[src/rtl/ringcounter_pkg.sv]
// Shared encodings for the ring counter family: run modes and bounce direction.
package ringcounter_pkg;

  localparam logic [1:0] MODE_LEFT   = 2'b00;
  localparam logic [1:0] MODE_RIGHT  = 2'b01;
  localparam logic [1:0] MODE_BOUNCE = 2'b10;
  localparam logic [1:0] MODE_HOLD   = 2'b11;

  typedef enum logic {
    DIR_UP   = 1'b0,
    DIR_DOWN = 1'b1
  } dir_e;

endpackage

[src/rtl/ring_counter_mode_div_clk_en_div.sv]
// Clock-enable prescaler: emits a one-cycle tick every DIV enabled mclk cycles.
module clk_en_div #(
  parameter int DIV = 25_000_000
) (
  input  logic mclk,
  input  logic rst,
  input  logic en,
  input  logic clr,
  output logic tick
);

  localparam int CW = (DIV > 1) ? $clog2(DIV) : 1;
  localparam logic [CW-1:0] LAST = CW'(DIV - 1);

  logic [CW-1:0] count_q, count_d;

  // With DIV=1 the count never leaves zero, so tick simply follows en.
  assign tick = en && (count_q == LAST);

  always_comb begin
    count_d = count_q;
    if (clr) begin
      count_d = '0;
    end else if (tick) begin
      count_d = '0;
    end else if (en) begin
      count_d = count_q + CW'(1);
    end
  end

  always_ff @(posedge mclk) begin
    if (!rst) begin
      count_q <= '0;
    end else begin
      count_q <= count_d;
    end
  end

endmodule

[src/rtl/ring_counter_mode_div.sv]
// One-hot ring counter with LEFT/RIGHT/BOUNCE/HOLD modes, load, and illegal-state recovery.
module ring_counter_mode_div
  import ringcounter_pkg::*;
#(
  parameter int WIDTH = 8,
  parameter int DIV   = 25_000_000
) (
  input  logic             mclk,
  input  logic             rst,
  input  logic             en,
  input  logic [1:0]       mode,
  input  logic             load,
  input  logic [WIDTH-1:0] load_val,
  output logic [WIDTH-1:0] cnt,
  output logic             step,
  output logic             wrap
);

  localparam logic [WIDTH-1:0] ONE = WIDTH'(1);
  localparam logic [WIDTH-1:0] MSB = ONE << (WIDTH - 1);

  logic             tick;
  logic [WIDTH-1:0] cnt_q, cnt_d;
  dir_e             dir_q, dir_d;
  logic             step_q, step_d;
  logic             wrap_q, wrap_d;
  logic             one_hot;

  clk_en_div #(.DIV(DIV)) u_div (
    .mclk (mclk),
    .rst  (rst),
    .en   (en),
    .clr  (load),
    .tick (tick)
  );

  assign one_hot = (cnt_q != '0) && ((cnt_q & (cnt_q - ONE)) == '0);

  always_comb begin
    cnt_d  = cnt_q;
    dir_d  = dir_q;
    step_d = 1'b0;
    wrap_d = 1'b0;
    if (load) begin
      cnt_d = load_val;
      dir_d = DIR_UP;
    end else if (tick) begin
      if (!one_hot) begin
        // Recovery outranks the mode action; HOLD deliberately leaves a bad value alone.
        case (mode)
          MODE_LEFT, MODE_BOUNCE: begin
            cnt_d  = ONE;
            dir_d  = DIR_UP;
            step_d = 1'b1;
          end
          MODE_RIGHT: begin
            cnt_d  = MSB;
            step_d = 1'b1;
          end
          default: ;
        endcase
      end else begin
        case (mode)
          MODE_LEFT: begin
            step_d = 1'b1;
            wrap_d = (cnt_q == MSB);
            cnt_d  = (cnt_q == MSB) ? ONE : (cnt_q << 1);
          end
          MODE_RIGHT: begin
            step_d = 1'b1;
            wrap_d = (cnt_q == ONE);
            cnt_d  = (cnt_q == ONE) ? MSB : (cnt_q >> 1);
          end
          MODE_BOUNCE: begin
            step_d = 1'b1;
            if (dir_q == DIR_UP) begin
              if (cnt_q == MSB) begin
                cnt_d  = MSB >> 1;
                dir_d  = DIR_DOWN;
                wrap_d = 1'b1;
              end else begin
                cnt_d = cnt_q << 1;
              end
            end else begin
              if (cnt_q == ONE) begin
                cnt_d  = ONE << 1;
                dir_d  = DIR_UP;
                wrap_d = 1'b1;
              end else begin
                cnt_d = cnt_q >> 1;
              end
            end
          end
          default: ;
        endcase
      end
    end
    // Outside BOUNCE the direction is pinned so re-entering BOUNCE always heads up.
    if (mode != MODE_BOUNCE) begin
      dir_d = DIR_UP;
    end
  end

  always_ff @(posedge mclk) begin
    if (!rst) begin
      cnt_q  <= ONE;
      dir_q  <= DIR_UP;
      step_q <= 1'b0;
      wrap_q <= 1'b0;
    end else begin
      cnt_q  <= cnt_d;
      dir_q  <= dir_d;
      step_q <= step_d;
      wrap_q <= wrap_d;
    end
  end

  assign cnt  = cnt_q;
  assign step = step_q;
  assign wrap = wrap_q;

endmodule

[config.mk]
export PLATFORM = sky130hd
export DESIGN_NAME = ring_counter_mode_div
export DESIGN_NICKNAME = d
export VERILOG_FILES = /design/src/rtl/ringcounter_pkg.sv /design/src/rtl/ring_counter_mode_div_clk_en_div.sv /design/src/rtl/ring_counter_mode_div.sv
export SDC_FILE = /design/constraint.sdc
export NUM_CORES = 1
export LEC_CHECK = 0
export CAP_MARGIN = 20
export CORE_AREA = 2 2 66 68
export DETAILED_ROUTE_END_ITERATION = 16
export DIE_AREA = 0 0 68 70
export PLACE_DENSITY = 0.78
export SYNTH_ARGS = -nofsm -noshare
export SYNTH_HDL_FRONTEND = slang
export SYNTH_HIERARCHICAL = 1
export SYNTH_SLANG_ARGS = --single-unit
[constraint.sdc]
create_clock -name mclk -period 2.9 [get_ports mclk]
set_input_delay 0.29 -clock mclk [delete_from_list [all_inputs] [get_ports mclk]]
set_output_delay 0.29 -clock mclk [all_outputs]
set_load 0.02 [all_outputs]
==> impl_metrics.ini, run 1 <==
[floorplanning]
die_h_um = 70
io_pins = 24
fp-row-count = 24
die_area_um2 = 4760
dieWidth_um = 68
core_area_um2 = 4144
start_util = 0.5323

[placed_design]
placed_cells = 318
dp.final_hpwl_mm = 3.327
io_buffer_count = 23
routabilityCongestion = 0.9370
placed_area_um2 = 2452

[pwr]
p_leak_nw = 0.8819
powerDensity_nw_per_um2 = 409.1
power_mw = 1.040
ir_drop_uv = 369.5

[grt]
antenna_found_initial = 0
grt_remaining_overflow = 0
grt_pass1_vias = 1869
grt_max_degree = 26
grt_pass1_wl_mm = 8.073
grt_usage = 0.2127

[final_layout]
instances_no_fill = 326
nets = 292
syn2layout_area_growth_pct = 15.26
fillers = 385
final_area_um2 = 2542
drive_gt1_frac = 0.1788
diodes = 0

[detailed_routing]
viasPerCell = 6.092
postRouteAntennaNets = 0
first_pass_iters = 4
drt-total-wl_mm = 4.650
vias = 1986
detail_route.wl_per_cell_um = 14.26
drt_iter0_markers = 231
route.detailed.drc = 0

[sta]
setup_viol_count_final = 0
worst_slew_pin_slew_ns = 0.5074
period_needed_ns = 2.552
relSlewSlack = 0.6611
finClkSkew_ns = 0.005212
rsz0062_at_grt = false
final_hold_viol_count = 0
fin_setup_tns_ns = 0
slew_viol_final = 0
max_freq_mhz = 391.8
post-route-period-util = 0.8800

[cts]
clock_path_buffers = 2
clkTransAtPathRegs_ns = 0.07
postCtsHoldBufs = 0
clock_latency_ns = 0.28
cts_tree = done
cts-root-buf = clkbuf_8
clock_sinks = 36
cts.repair.resized = 0
post-cts-setup-buffers = 0
cts_buffers = 5
htree_num_levels = 2

[setup_path]
r2r_slack_ns = 0.40
critPathMaxFanout = 6
r2r_start = cnt[0]$_SDFFE_PN1P_
crit_type = in2reg
start_kind = primary input
critPathCaptureType = register
arrival_ns = 2.72
reg2reg_depth = 6
critical_path_required_ns = 3.07
timing.rr.end = cnt[1]$_SDFFE_PN0P_

[synth]
syn_area_um2 = 2206
syn_inst = 248
synth_cell_types = 58
synth_edf_count = 0
synth_area_leaders = dfxtp_1, xor2_1, nand2_1
syn_area_per_cell_um2 = 8.895
synth_top_area_frac = 0.3267
syn_nets = 267
yosysTopAreaCell = dfxtp_1
ys_seq_area_frac = 0.3267
ys.flop_type = dfxtp_1
synth_seq_cells = 36
async_flop_share = 0
yosys_warnings = 6

[status]
status = completed

[flow_run]
maxCapViolCount = 0

[worst_hold_path]
hp-start = u_div/count_q[24]$_SDFFE_PP0P_
holdCritPathClass = reg2reg
holdPathStages = 2
hold_path_end = u_div/count_q[24]$_SDFFE_PP0P_
==> layout by cell type, fill, tap and decap left out, types with 5 or more instances in the layout <==
cell type	count
a21oi_1	13
a21oi_2	6
a22oi_1	6
buf_4	5
clkbuf_8	6
clkdlybuf4s50_1	23
dfxtp_1	36
ha_1	5
inv_1	6
mux2i_1	6
nand2_1	27
nand3_1	8
nand4_1	9
nor2_1	6
nor2_2	14
nor3_1	8
o21ai_0	11
o31ai_1	10
or3_1	5
or4_1	6
xor2_1	13
==> worst max-delay path: stages <==
cell             delay, ns
clkdlybuf4s50_1       0.58
and4_4                0.25
nand3_1               0.19
nor3_1                0.46
nand2b_1              0.24
mux2_4                0.34
a221oi_1              0.29
nor2_1                0.07
==> state kept, by name, summed over array words and instances, names as in the netlist <==
signal,cells
wrap,1
u_div/count_q,25
cnt,8
step,1
dir_q,1
==> stage by stage <==
step | utilization | setup slack, ns | hold WS, ns
after global routing | 0.6135 | 0.1257 | 0.5069
final | 0.6135 | 0.3480 | 0.4875
after detailed placement | 0.5918 | 0.1033 | 0.4788
after global placement | 0.5918 | 0.1942 | 0.4629
after CTS | 0.6135 | 0.4006 | 0.4888
after floorplan | - | 0.5989 | 0.4327
==> layout make-up <==
type	instances	area [um2]	area share
multi-input combinational	196	1376	0.5413
clock buffer	8	90.09	0.03543
timing repair buffer	28	267.8	0.1053
tap	52	65.06	0.02559
inverter	6	22.52	0.008858
sequential	36	720.7	0.2835
==> synth_stat cells, types with 3 or more instances <==
library cell	number
a22oi_1	6
o21ai_0	11
a211oi_1	3
mux2i_1	6
inv_1	6
a21oi_2	6
or4_1	6
and4_4	3
nand4_1	9
nand2_1	27
dfxtp_1	36
nor2_2	14
clkbuf_1	3
xor2_1	13
nand3_1	8
buf_6	4
ha_1	5
or3_1	5
a21oi_1	13
o31ai_1	10
nor3_1	8
nor2_1	6
==> power by group <==
part           internal [mW]  switching [mW]  total, mW
Combinational         0.0727          0.0838      0.156
Sequential             0.502          0.0202      0.523
Clock                  0.194           0.167      0.361
==> worst max-delay path by stage <==
stage | start | end | slack [ns] | cells past startpoint
floorplan | cnt[2]$_SDFFE_PN0P_ | cnt[4]$_SDFFE_PN0P_ | 0.60 | 9
global placement | en | cnt[1]$_SDFFE_PN0P_ | 0.19 | 8
detailed placement | en | cnt[0]$_SDFFE_PN1P_ | 0.10 | 8
CTS | en | cnt[1]$_SDFFE_PN0P_ | 0.40 | 8
global route | en | cnt[1]$_SDFFE_PN0P_ | 0.13 | 8
finish | en | cnt[1]$_SDFFE_PN0P_ | 0.35 | 8
==> kinds of logic after synthesis <==
logic type,synth area share
compound gates,0.1980
mux,0.03914
fa+ha+maj,0.02836
buf+inv,0.04934
xor+xnor,0.05559
flops,0.3267
simple gates,0.3029
==> routing by layer <==
| metal | track usage | share of wire |
|---|---|---|
| met1 | 0.2665 | 0.45 |
| met3 | 0.03704 | 0.064 |
| met2 | 0.3592 | 0.47 |
| met4 | 0.07333 | 0.0092 |
| met5 | 0 | 0 |
Power figures use the tool's default switching activity.
==> run 2, diff against run 1 <==
CORE_AREA = 2 2 64 66   (was 2 2 66 68)
DIE_AREA = 0 0 66 68   (was 0 0 68 70)
PLACE_DENSITY = 0.82   (was 0.78)
clock period = 3.18 ns   (was 2.9 ns; I/O delays follow)
==> run 2 against run 1 <==
Via count shrank 2.3%. Critical path depth unchanged. Critical path type unchanged. Register-to-register slack better by 0.29 ns. Setup slack better by 0.18 ns. Sequential cell count is the same. Sequential power fell by 9.0%. Clock-buffer cell count stayed put. Combinational power fell by 9.6%. Die area decreased by 5.7%. Critical endpoint is now cnt[0]$_SDFFE_PN1P_. Design area down 0.69%. Sequential share of layout area increased by 0.20 points.
==> impl_metrics.ini, run 2 (synthesis results as in run 1) <==
[worst_hold_path]
hp-start = u_div/count_q[24]$_SDFFE_PP0P_
holdCritPathClass = reg2reg

[floorplanning]
die_area_um2 = 4488
fp-row-count = 23
start_util = 0.5720
io_pins = 24
core_area_um2 = 3856
die_h_um = 68
dieWidth_um = 66

[pwr]
power_uw = 947.8
p_leak_nw = 0.8737
p_sw_uw = 248.2
pwr-share-clk = 0.349
powerDensity_nw_per_um2 = 375.4
ir_drop_uv = 329.6
p_comb_frac = 0.149
p_int_uw = 699.5
p_seq_frac = 0.502
netSwitchingFraction = 0.2619

[final_layout]
syn2layout_area_growth_pct = 14.46
layout_common_cells = dfxtp_1, nand2_1, clkdlybuf4s50_1
drive_gt1_frac = 0.1728
largest_register_ff_count = 25
nets = 290
multiInputGateArea_um2 = 1376
diodes = 0
layout_commonest_cell = dfxtp_1
fillers = 355
top_register = u_div/count_q
area.sequential_um2 = 720.7

[detailed_routing]
drt-total-wl_mm = 4.588
detail_route.wl_per_cell_um = 14.25
route.detailed.drc = 0
drt_iter0_markers = 160
first_pass_iters = 4
viasPerCell = 6.025
postRouteAntennaNets = 0
vias = 1940

[cts]
cts_buffers = 5
post-cts-setup-buffers = 0
cts_tree = done
htree_num_levels = 2
postCtsHoldBufs = 0
cts-root-buf = clkbuf_8
clock_path_buffers = 2
clock_sinks = 36
clkTransAtPathRegs_ns = 0.07
clock_latency_ns = 0.29
cts.repair.resized = 0

[setup_path]
critPathMaxFanout = 6
crit_start = en
start_kind = primary input
r2r_slack_ns = 0.69
critical_path_required_ns = 3.33
critPathCaptureType = register
crit_type = in2reg
r2r_start = u_div/count_q[15]$_SDFFE_PP0P_
arrival_ns = 2.80

[placed_design]
routabilityCongestion = 0.9038
io_buffer_count = 23
dp.final_hpwl_mm = 3.347

[sta]
max_freq_mhz = 377.0
final_hold_viol_count = 0
whs_ns = 0.4770
post-route-period-util = 0.8342
finClkSkew_ns = 0.01275
fin_setup_tns_ns = 0
worst_slew_pin_slew_ns = 0.7427
setup_viol_count_final = 0
relSlewSlack = 0.4996
slew_viol_final = 0
period_needed_ns = 2.653
rsz0062_at_grt = false

[grt]
antenna_found_initial = 0
grt_pass1_vias = 1808
grt_max_degree = 26
grt_usage = 0.2223
grt_remaining_overflow = 0
grt_pass1_wl_mm = 7.700

[flow_run]
maxCapViolCount = 0

[status]
status = completed
[run 2: changes by cell type in the layout (fill, tap and decap cells not counted), sizes merged]
| cell | previous run | this run |
|---|---|---|
| buf | 5 | 3 |
[run 2: area by class of cell]
class,instances,share of cell area
Clock buffer,8,0.03568
Inverter,6,0.008920
Multi-Input combinational cell,196,0.5451
Sequential cell,36,0.2854
Tap cell,50,0.02478
Timing Repair Buffer,26,0.1001
[run 2: path summary, 6_finish.rpt]
kind | endpoint | cells after the start
max | cnt[0]$_SDFFE_PN1P_ | 8
min | u_div/count_q[24]$_SDFFE_PP0P_ | 2
max reg2reg | cnt[0]$_SDFFE_PN1P_ | 7
min reg2reg | u_div/count_q[24]$_SDFFE_PP0P_ | 2
[run 2: power groups by stage]
| stage | clock network, mW | registers (mW) | logic, mW |
|---|---|---|---|
| floorplan | 0 | 0.487 | 0.0955 |
| global placement | 0 | 0.486 | 0.138 |
| detailed placement | 0 | 0.486 | 0.140 |
| CTS | 0.343 | 0.476 | 0.141 |
| global route | 0.364 | 0.478 | 0.153 |
| finish | 0.331 | 0.476 | 0.141 |
[run 2: worst max-delay path, stage by stage]
cell and delay, ns:
clkdlybuf4s50_1 0.59, and4_4 0.25, nand3_1 0.19, nor3_1 0.40
o21ai_0 0.33, mux2_4 0.37, a211oi_1 0.24, o211ai_1 0.10
[run 2: layer usage]
layer	vias up	GRT usage	share of wire
met2	48	0.3977	0.50
li1	978	-	-
met5	-	0	0
met3	4	0.06250	0.047
met1	910	0.2477	0.45
met4	0	0.09694	0.012
[run 2: stage by stage]
step / instance area (um2) / instances / setup slack, ns / util
after floorplan: 2206 / 248 / 0.8789 / -
after global placement: 2435 / 314 / 0.3397 / 0.6314
after detailed placement: 2435 / 314 / 0.2320 / 0.6314
after CTS: 2525 / 322 / 0.5524 / 0.6548
after global routing: 2525 / 322 / 0.3429 / 0.6548
final: 2525 / 322 / 0.5272 / 0.6548
